## src/rtl/fp_mult_round_pack.sv

```systemverilog
// Output stage for the bfloat16 multiplier path: captures the 19-bit product (with guard/round/sticky),
// rounds it to bfloat16 in a two-register pipeline, and tracks sticky exception flags and a result count.
module fp_mult_round_pack #(
  parameter int CNT_W = 16
) (
  input  logic             clk,
  input  logic             reset,
  input  logic             in_valid,
  output logic             in_ready,
  input  logic [18:0]      in_data,
  input  logic             rnd_mode,
  output logic             out_valid,
  input  logic             out_ready,
  output logic [15:0]      out_data,
  input  logic             clear_flags,
  output logic             flag_inexact,
  output logic             flag_overflow,
  output logic             flag_nan,
  output logic [CNT_W-1:0] result_count
);

  localparam int F_INX = 0;
  localparam int F_OVF = 1;
  localparam int F_NAN = 2;

  logic             s1_valid_q, s1_valid_d;
  logic [18:0]      s1_data_q, s1_data_d;
  logic             s1_rtz_q, s1_rtz_d;
  logic             s2_valid_q, s2_valid_d;
  logic [15:0]      s2_data_q, s2_data_d;
  logic [2:0]       s2_flags_q, s2_flags_d;
  logic [2:0]       flags_q, flags_d;
  logic [CNT_W-1:0] count_q, count_d;

  logic s2_free, s1_adv, in_hs, out_hs;

  assign s2_free = !s2_valid_q || out_ready;
  assign s1_adv  = s1_valid_q && s2_free;
  assign in_ready = !s1_valid_q || s1_adv;
  assign in_hs   = in_valid && in_ready;
  assign out_hs  = s2_valid_q && out_ready;

  // Rounding datapath operating on the S1 capture
  logic        sgn;
  logic [7:0]  exp_w;
  logic [9:0]  mant_w;
  logic        grd, rnd, stk, inc_w;
  logic [14:0] sum_w;
  logic [15:0] rnd_res;
  logic [2:0]  rnd_flags;

  assign sgn    = s1_data_q[18];
  assign exp_w  = s1_data_q[17:10];
  assign mant_w = s1_data_q[9:0];
  assign grd    = s1_data_q[2];
  assign rnd    = s1_data_q[1];
  assign stk    = s1_data_q[0];

  always_comb begin
    rnd_res   = 16'h0000;
    rnd_flags = 3'b000;
    inc_w     = 1'b0;
    sum_w     = 15'h0000;
    if (exp_w == 8'h00) begin
      rnd_res          = {sgn, 15'h0000};
      rnd_flags[F_INX] = |mant_w;
    end else if (exp_w == 8'hFF) begin
      if (mant_w == 10'h000) begin
        rnd_res = {sgn, 8'hFF, 7'h00};
      end else begin
        rnd_res          = 16'h7FC0;
        rnd_flags[F_NAN] = 1'b1;
      end
    end else begin
      // Fraction carry ripples into the exponent through the single 15-bit add.
      inc_w            = !s1_rtz_q && grd && (rnd || stk || s1_data_q[3]);
      sum_w            = {exp_w, s1_data_q[9:3]} + {14'h0000, inc_w};
      rnd_flags[F_INX] = grd || rnd || stk;
      if (sum_w[14:7] == 8'hFF) begin
        if (s1_rtz_q) begin
          rnd_res = {sgn, 8'hFE, 7'h7F};
        end else begin
          rnd_res          = {sgn, 8'hFF, 7'h00};
          rnd_flags[F_OVF] = 1'b1;
        end
      end else begin
        rnd_res = {sgn, sum_w};
      end
    end
  end

  always_comb begin
    s1_valid_d = s1_valid_q;
    s1_data_d  = s1_data_q;
    s1_rtz_d   = s1_rtz_q;
    s2_valid_d = s2_valid_q;
    s2_data_d  = s2_data_q;
    s2_flags_d = s2_flags_q;
    count_d    = count_q;
    if (in_ready) begin
      s1_valid_d = in_valid;
    end
    if (in_hs) begin
      s1_data_d = in_data;
      s1_rtz_d  = rnd_mode;
    end
    // S2 only reloads when free, so a stalled output stays stable.
    if (s2_free) begin
      s2_valid_d = s1_valid_q;
    end
    if (s1_adv) begin
      s2_data_d  = rnd_res;
      s2_flags_d = rnd_flags;
    end
    if (out_hs) begin
      count_d = count_q + 1'b1;
    end
  end

  // A flag being set in the same cycle as clear_flags ends up set.
  for (genvar gi = 0; gi < 3; gi++) begin : g_flag
    assign flags_d[gi] = (flags_q[gi] && !clear_flags) || (out_hs && s2_flags_q[gi]);
  end

  always_ff @(posedge clk) begin
    if (reset) begin
      s1_valid_q <= 1'b0;
      s1_data_q  <= '0;
      s1_rtz_q   <= 1'b0;
      s2_valid_q <= 1'b0;
      s2_data_q  <= 16'h0000;
      s2_flags_q <= 3'b000;
      flags_q    <= 3'b000;
      count_q    <= '0;
    end else begin
      s1_valid_q <= s1_valid_d;
      s1_data_q  <= s1_data_d;
      s1_rtz_q   <= s1_rtz_d;
      s2_valid_q <= s2_valid_d;
      s2_data_q  <= s2_data_d;
      s2_flags_q <= s2_flags_d;
      flags_q    <= flags_d;
      count_q    <= count_d;
    end
  end

  assign out_valid     = s2_valid_q;
  assign out_data      = s2_data_q;
  assign flag_inexact  = flags_q[F_INX];
  assign flag_overflow = flags_q[F_OVF];
  assign flag_nan      = flags_q[F_NAN];
  assign result_count  = count_q;

endmodule

```

## config.mk

```make
export PLATFORM = sky130hd
export DESIGN_NAME = fp_mult_round_pack
export DESIGN_NICKNAME = d
export VERILOG_FILES = /design/src/rtl/fp_mult_round_pack.sv
export SDC_FILE = /design/constraint.sdc
export NUM_CORES = 1
export LEC_CHECK = 0
export ABC_AREA = 1
export CORE_ASPECT_RATIO = 0.75
export CORE_MARGIN = 3
export CORE_UTILIZATION = 55
export DETAILED_ROUTE_END_ITERATION = 10
export PLACE_DENSITY = 0.85
export SLEW_MARGIN = 10
export SYNTH_ARGS = -nofsm -noshare
export SYNTH_HDL_FRONTEND = slang
export SYNTH_SLANG_ARGS = --single-unit
```

## constraint.sdc

```tcl
create_clock -name clk -period 4.5 [get_ports clk]
set_input_delay 1.35 -clock clk [delete_from_list [all_inputs] [get_ports clk]]
set_output_delay 1.35 -clock clk [all_outputs]
set_load 0.005 [all_outputs]
```

==> metrics.cfg, run 1 <==
[logic_synthesis]
synth.distinct_cells=30
async_flop_share=0
yosys_warnings=0
synth_top_area_frac=0.414
syn_area_um2=2900
synth_edf_count=0
synth_area_per_cell_um2=7.10
synth_most_common_cell=nand2_1
yosysSeqAreaShare=0.414
synth_seq_cells=60
yosys.area.top_type=dfxtp_1
synth-main-ff-cell=dfxtp_1
synthTopCellsByArea=dfxtp_1, nand2_1, a21oi_1, o21ai_0, inv_1
synthesis.nets=436
synth.top_cells.by_count=nand2_1, dfxtp_1, a21oi_1, inv_1, nor2_1
synthCells=409

[global_route]
grt_use_total=0.232
antenna_found_initial=0
grt_pass1_vias=2413
grt-ovfl-total=0
grt_pass1_wl_um=11300
grt_start_max_net_pins=36

[timing]
min_period_ns=3.85
finalWorstSetupSlack_ns=0.649
max_slew_margin=0.406
setup_viol=0
fin_crit_sh=0.856
finalHoldViolations=0
maxClockFrequency_mhz=260
fin_tns_setup_ns=0
slew_violations=0
tightest_slew_ns=0.889
grt_setup_unrepaired=no
skew_ns=0.00597

[worst_setup_path]
crit_type=primary input to output port
worstSetupStartpointType=primary input
worst_ep_required_time_ns=3.15
critPathMaxFanout=3
reg2reg_depth=15
rr_endpoint=out_data[6]
crit_path_end_kind=output port
r2r_start=s1_rtz_q
arrival_ns=2.50
regToRegSetupSlack_ns=2.10

[clock_tree]
cts_buffers=9
postCtsSetupRepairBufs=0
cts_root_buffer=clkbuf_8
clock_latency_ns=0.33
post_cts_resized=0
cts.sinks=60
cts_tree=built
cts.path.max_buffers=2
ctsHoldBuffers=0
clk_pin_slew_ns=0.06
htreeDepth=3

[placement]
pre_cts_slack_ns=0.645
finalWeightedCongestion=0.915
port_buffers=61
dp_hpwl_um=5330

[min_path]
whs_endpoint=out_data[12]
hp-class=flip-flop to flip-flop
hold_depth=2
hp-start=out_data[12]

[status]
outcome=finished clean

[die]
die_h_um=68.9
rows=22
core_um2=4980
initial_core_util=0.583
fp.dieArea_um2=6200
io_pins=62
die_w_um=89.9

[routing]
drc_errors=0
num_vias=2845
wl_per_cell_um=13.0
drt_iter0_drc=203
finalWirelength_um=7130
first_pass_iters=4
ant_nets=0
via_per_inst=5.20

[final_layout]
nets=497
synthToLayoutAreaGrowth_pct=29.0
drive_gt1_frac=0.0968
antenna_cells=0
fillers=403

[power_and_ir_drop]
power.internal_w=0.000892
combinationalPowerShare=0.105
p_seq_frac=0.484
swShare=0.246
pwr_density_cell_nw_per_um2=316
leakagePower_nw=1.45
pwr-share-clk=0.411
power_switching_w=0.000291
irDropWorstVdd_mv=0.205

[flow_run]
cap_violations=0

power by group through the flow:
stage               clock [W]  sequential (W)  combinational [W]
floorplan                   0        0.000579          0.0000739
global route         0.000514        0.000575           0.000138
global placement            0        0.000583           0.000120
finish               0.000486        0.000573           0.000124
detailed placement          0        0.000584           0.000123
CTS                  0.000493        0.000572           0.000124
cell type report:
cell class                      count  area [um^2]  share of cell area
Tap cell                           72         90.1              0.0240
Multi-Input combinational cell    291         1460               0.390
Clock inverter                      4         47.5              0.0127
Sequential cell                    60         1200               0.321
Inverter                           46          173              0.0461
Timing Repair Buffer               62          618               0.165
Clock buffer                       12          155              0.0414
state kept, by name, summed over array words and instances, names as in the netlist:
register      flops
s1_rtz_q          1
out_valid         1
s2_flags_q        3
s1_valid_q        1
s1_data_q        19
result_count     16
out_data         16
flags_q           3
cell usage in the layout (no fill, tap or decap), types with 2 or more instances in the layout:
cell type,instances
nand3_2,5
nor2_1,41
clkbuf_8,11
nor2_4,6
a211oi_1,2
inv_1,43
nand2_2,7
nand3b_1,2
ha_1,2
clkinv_2,2
xor2_1,3
nor3_1,8
a21oi_2,3
inv_2,3
o21a_1,2
a21oi_1,43
nor2_2,4
nand3_1,15
nand4_1,16
nand2_1,91
clkdlybuf4s50_1,61
o21ai_0,36
dfxtp_1,60
critical path, cell delays in order:
cell	delay, ns
clkdlybuf4s50_1	0.48
inv_1	0.05
nand3_1	0.10
clkdlybuf4s50_1	0.51
cells by family (layout without fill, tap and decap cells):
group / count (synthesis) / count (layout) / synth area share
buffers and inverters: 58 / 124 / 0.0832
AO/OA/AOI/OAI: 87 / 87 / 0.159
flip-flops: 60 / 60 / 0.414
adder cells (fa/ha/maj): 2 / 2 / 0.00862
XOR/XNOR: 4 / 4 / 0.0121
AND/OR/NAND/NOR: 198 / 198 / 0.324
metrics by stage:
| stage | utilization | std cells | power (W) | cell area, um^2 | hold slack (ns) |
|---|---|---|---|---|---|
| 2_1_floorplan | - | 409 | 0.000653 | 2900 | 0.429 |
| 3_3_place_gp | 0.711 | 531 | 0.000704 | 3540 | 0.451 |
| 3_5_place_dp | 0.711 | 531 | 0.000707 | 3540 | 0.457 |
| 4_1_cts | 0.752 | 547 | 0.00119 | 3750 | 0.467 |
| 5_1_grt | 0.752 | 547 | 0.00123 | 3750 | 0.486 |
| 6_report | 0.752 | 547 | 0.00118 | 3750 | 0.464 |
worst max-delay path by stage:
stage | to | startpoint | slack [ns] | depth (start not counted)
after floorplan | in_ready | out_ready | 1.65 | 2
final | in_ready | out_ready | 0.65 | 4
after CTS | in_ready | out_ready | 0.64 | 4
after global routing | in_ready | out_ready | 0.58 | 4
after global placement | in_ready | out_ready | 0.67 | 4
after detailed placement | in_ready | out_ready | 0.65 | 4
per-layer routing:
layer,up-vias,share of wire,global-route usage
met3,9,0.074,0.0738
met2,84,0.41,0.336
met4,0,0.011,0.0763
met1,1283,0.51,0.327
met5,-,0,0
li1,1469,-,-
Note: power is estimated with default switching activity, not from simulation.
==> run 2: changes to the inputs <==
Settings changed: CORE_MARGIN 3 to 2.
==> run 2 against run 1 <==
Net effect:
- sequential cell count stayed put
- largest cell class unchanged
- worst hold slack better by 0.0012 ns
- critical path depth stayed put
==> metrics.cfg, run 2 (synthesis gave the netlist of run 1 again) <==
[final_layout]
antenna_cells=0  ; unchanged
fillers=398  ; -1.2%
final_common_cell=nand2_1
mostFrequentLayoutCells=nand2_1, clkdlybuf4s50_1, dfxtp_1, inv_1, a21oi_1
synthToLayoutAreaGrowth_pct=29.9
nets=499  ; +0.40%
max_flop_register=s1_data_q
drive_gt1_frac=0.103  ; +0.00588
fin_cells=549  ; +0.37%
fin_area_um2=3770  ; +0.73%
largest_reg_flops=19  ; unchanged

[timing]
fin_crit_sh=0.852  ; -0.00335
tightest_slew_ns=0.864  ; -0.0249 ns
slew_violations=0  ; unchanged
hold_slack_ns=0.465  ; +0.00120 ns
max_slew_margin=0.424  ; +0.0174
fin_tns_setup_ns=0  ; unchanged
skew_ns=0.00887  ; +0.00290 ns
finalHoldViolations=0  ; unchanged
maxClockFrequency_mhz=261  ; +0.39%
min_period_ns=3.84  ; -0.0151 ns
setup_viol=0  ; unchanged
grt_setup_unrepaired=no

[worst_setup_path]
arrival_ns=2.49  ; about the same
crit_type=primary input to output port
critPathMaxFanout=3  ; unchanged
path_common_cell=clkdlybuf4s50_1
cpLargestDelayFamily=buffers and inverters
worst_path_max_delay_cell=clkdlybuf4s50_1
path_cells=clkdlybuf4s50_1 -> inv_1 -> nand3_1 -> clkdlybuf4s50_1
crit_path_end_kind=output port
reg2reg_depth=14  ; -1
crit_buf_inv=3  ; unchanged
worstSetupStartpointType=primary input
r2r_start=s1_rtz_q
worst-path-stages=4  ; unchanged
worst_ep_required_time_ns=3.15  ; about the same
rr_endpoint=out_data[2]
regToRegSetupSlack_ns=2.04  ; -0.06 ns
cpPeakStageDelay_ns=0.51  ; about the same

[global_route]
antenna_found_initial=0  ; unchanged
grt_pass1_vias=2688  ; +11%
grt-ovfl-total=0  ; unchanged
grt_pass1_wl_um=12400  ; +9.5%
grt_use_total=0.275  ; +0.0429
grt_start_max_net_pins=34  ; -5.6%

[min_path]
hp-start=out_data[1]
whs_endpoint=out_data[1]
hp-class=flip-flop to flip-flop
hold_depth=2  ; unchanged

[placement]
port_buffers=61  ; unchanged
place_area_um2=3560  ; +0.42%
finalWeightedCongestion=0.881  ; -3.7%
dp_hpwl_um=5450  ; +2.3%
dp_cells=533  ; +0.38%

[power_and_ir_drop]
combinationalPowerShare=0.103  ; -0.002
irDropWorstVdd_mv=0.292  ; +42%
p_seq_frac=0.467  ; -0.017
power.internal_w=0.000919  ; +3.0%
power_switching_w=0.000306  ; +5.2%
swShare=0.250  ; +0.00410
pwr-share-clk=0.430  ; +0.019
leakagePower_nw=1.46  ; +1.1%
pwr_density_cell_nw_per_um2=325  ; +2.8%

[clock_tree]
clk_pin_slew_ns=0.07  ; about the same
postCtsSetupRepairBufs=0  ; unchanged
ctsHoldBuffers=0  ; unchanged
cts.sinks=60  ; unchanged
clock_latency_ns=0.34  ; about the same
post_cts_resized=0  ; unchanged
cts_tree=built
cts.path.max_buffers=2  ; unchanged
htreeDepth=3  ; unchanged
cts_root_buffer=clkbuf_8
cts_buffers=9  ; unchanged

[die]
die_h_um=66.9  ; -2.9%
io_pins=62  ; unchanged
rows=22  ; unchanged
initial_core_util=0.583  ; unchanged
die_w_um=87.9  ; -2.2%
fp.dieArea_um2=5880  ; -5.1%
core_um2=4980  ; unchanged

[routing]
drt_iter0_drc=177  ; -13%
num_vias=2882  ; +1.3%
finalWirelength_um=7270  ; +1.9%
ant_nets=0  ; unchanged
drc_errors=0  ; unchanged
wl_per_cell_um=13.2  ; +1.6%
via_per_inst=5.25  ; +0.93%
first_pass_iters=4  ; unchanged

[status]
outcome=finished clean

[flow_run]
cap_violations=0  ; unchanged

## run 2: cell types whose count changed in the layout (fill, tap and decap cells not counted)
cell | before | now
buf_4 | 1 | 3
clkbuf_1 | 1 | 0
clkinv_4 | 0 | 1
clkinv_2 | 2 | 3
clkbuf_8 | 11 | 9
bufinv_16 | 1 | 2
## run 2: worst max path at each step
stage	start	endpoint	slack, ns
4_1_cts	out_ready	in_ready	0.66
5_1_grt	out_ready	in_ready	0.60
2_1_floorplan	out_ready	in_ready	1.65
3_5_place_dp	out_ready	in_ready	0.66
3_3_place_gp	out_ready	in_ready	0.67
6_report	out_ready	in_ready	0.66
## run 2: layer usage
layer | part of all wire | up-vias | global-route usage
li1 | - | 1475 | -
met1 | 0.50 | 1295 | 0.384
met2 | 0.41 | 102 | 0.397
met3 | 0.072 | 10 | 0.0867
met4 | 0.014 | 0 | 0.0962
met5 | 0 | - | 0
## run 2: through the flow
stage / power (W) / util / setup slack, ns
after floorplan: 0.000653 / - / 1.65
after global placement: 0.000705 / 0.714 / 0.670
after detailed placement: 0.000708 / 0.714 / 0.659
after CTS: 0.00123 / 0.757 / 0.658
after global routing: 0.00127 / 0.757 / 0.605
final: 0.00123 / 0.757 / 0.665
## run 2: cell type report
type,instances,area [um^2],share of cell area
inverters,46,173,0.0458
clock buffers,9,124,0.0328
clock inverters,7,91.3,0.0242
multi-input cells,291,1460,0.387
flip-flops and latches,60,1200,0.318
well taps,72,90.1,0.0239
repair buffers,64,633,0.168
## run 2: worst reg2reg max path, cell delays in order (launching register included)
cell and delay (ns):
dfxtp_1 0.31, inv_1 0.12, nand3_2 0.16, inv_1 0.14
ha_1 0.21, nand2_1 0.12, nor2_4 0.17, nand2_1 0.08
xor2_1 0.24, nand2_1 0.15, nor2_4 0.15, nand2_2 0.13
o21ai_0 0.14, nand4_1 0.13, a21oi_1 0.14
## run 2: power by group through the flow
stage	Combinational, W	Clock [W]	Sequential (W)
6_report	0.000127	0.000526	0.000572
3_3_place_gp	0.000122	0	0.000583
4_1_cts	0.000126	0.000534	0.000572
2_1_floorplan	0.0000739	0	0.000579
5_1_grt	0.000142	0.000557	0.000575
3_5_place_dp	0.000125	0	0.000583
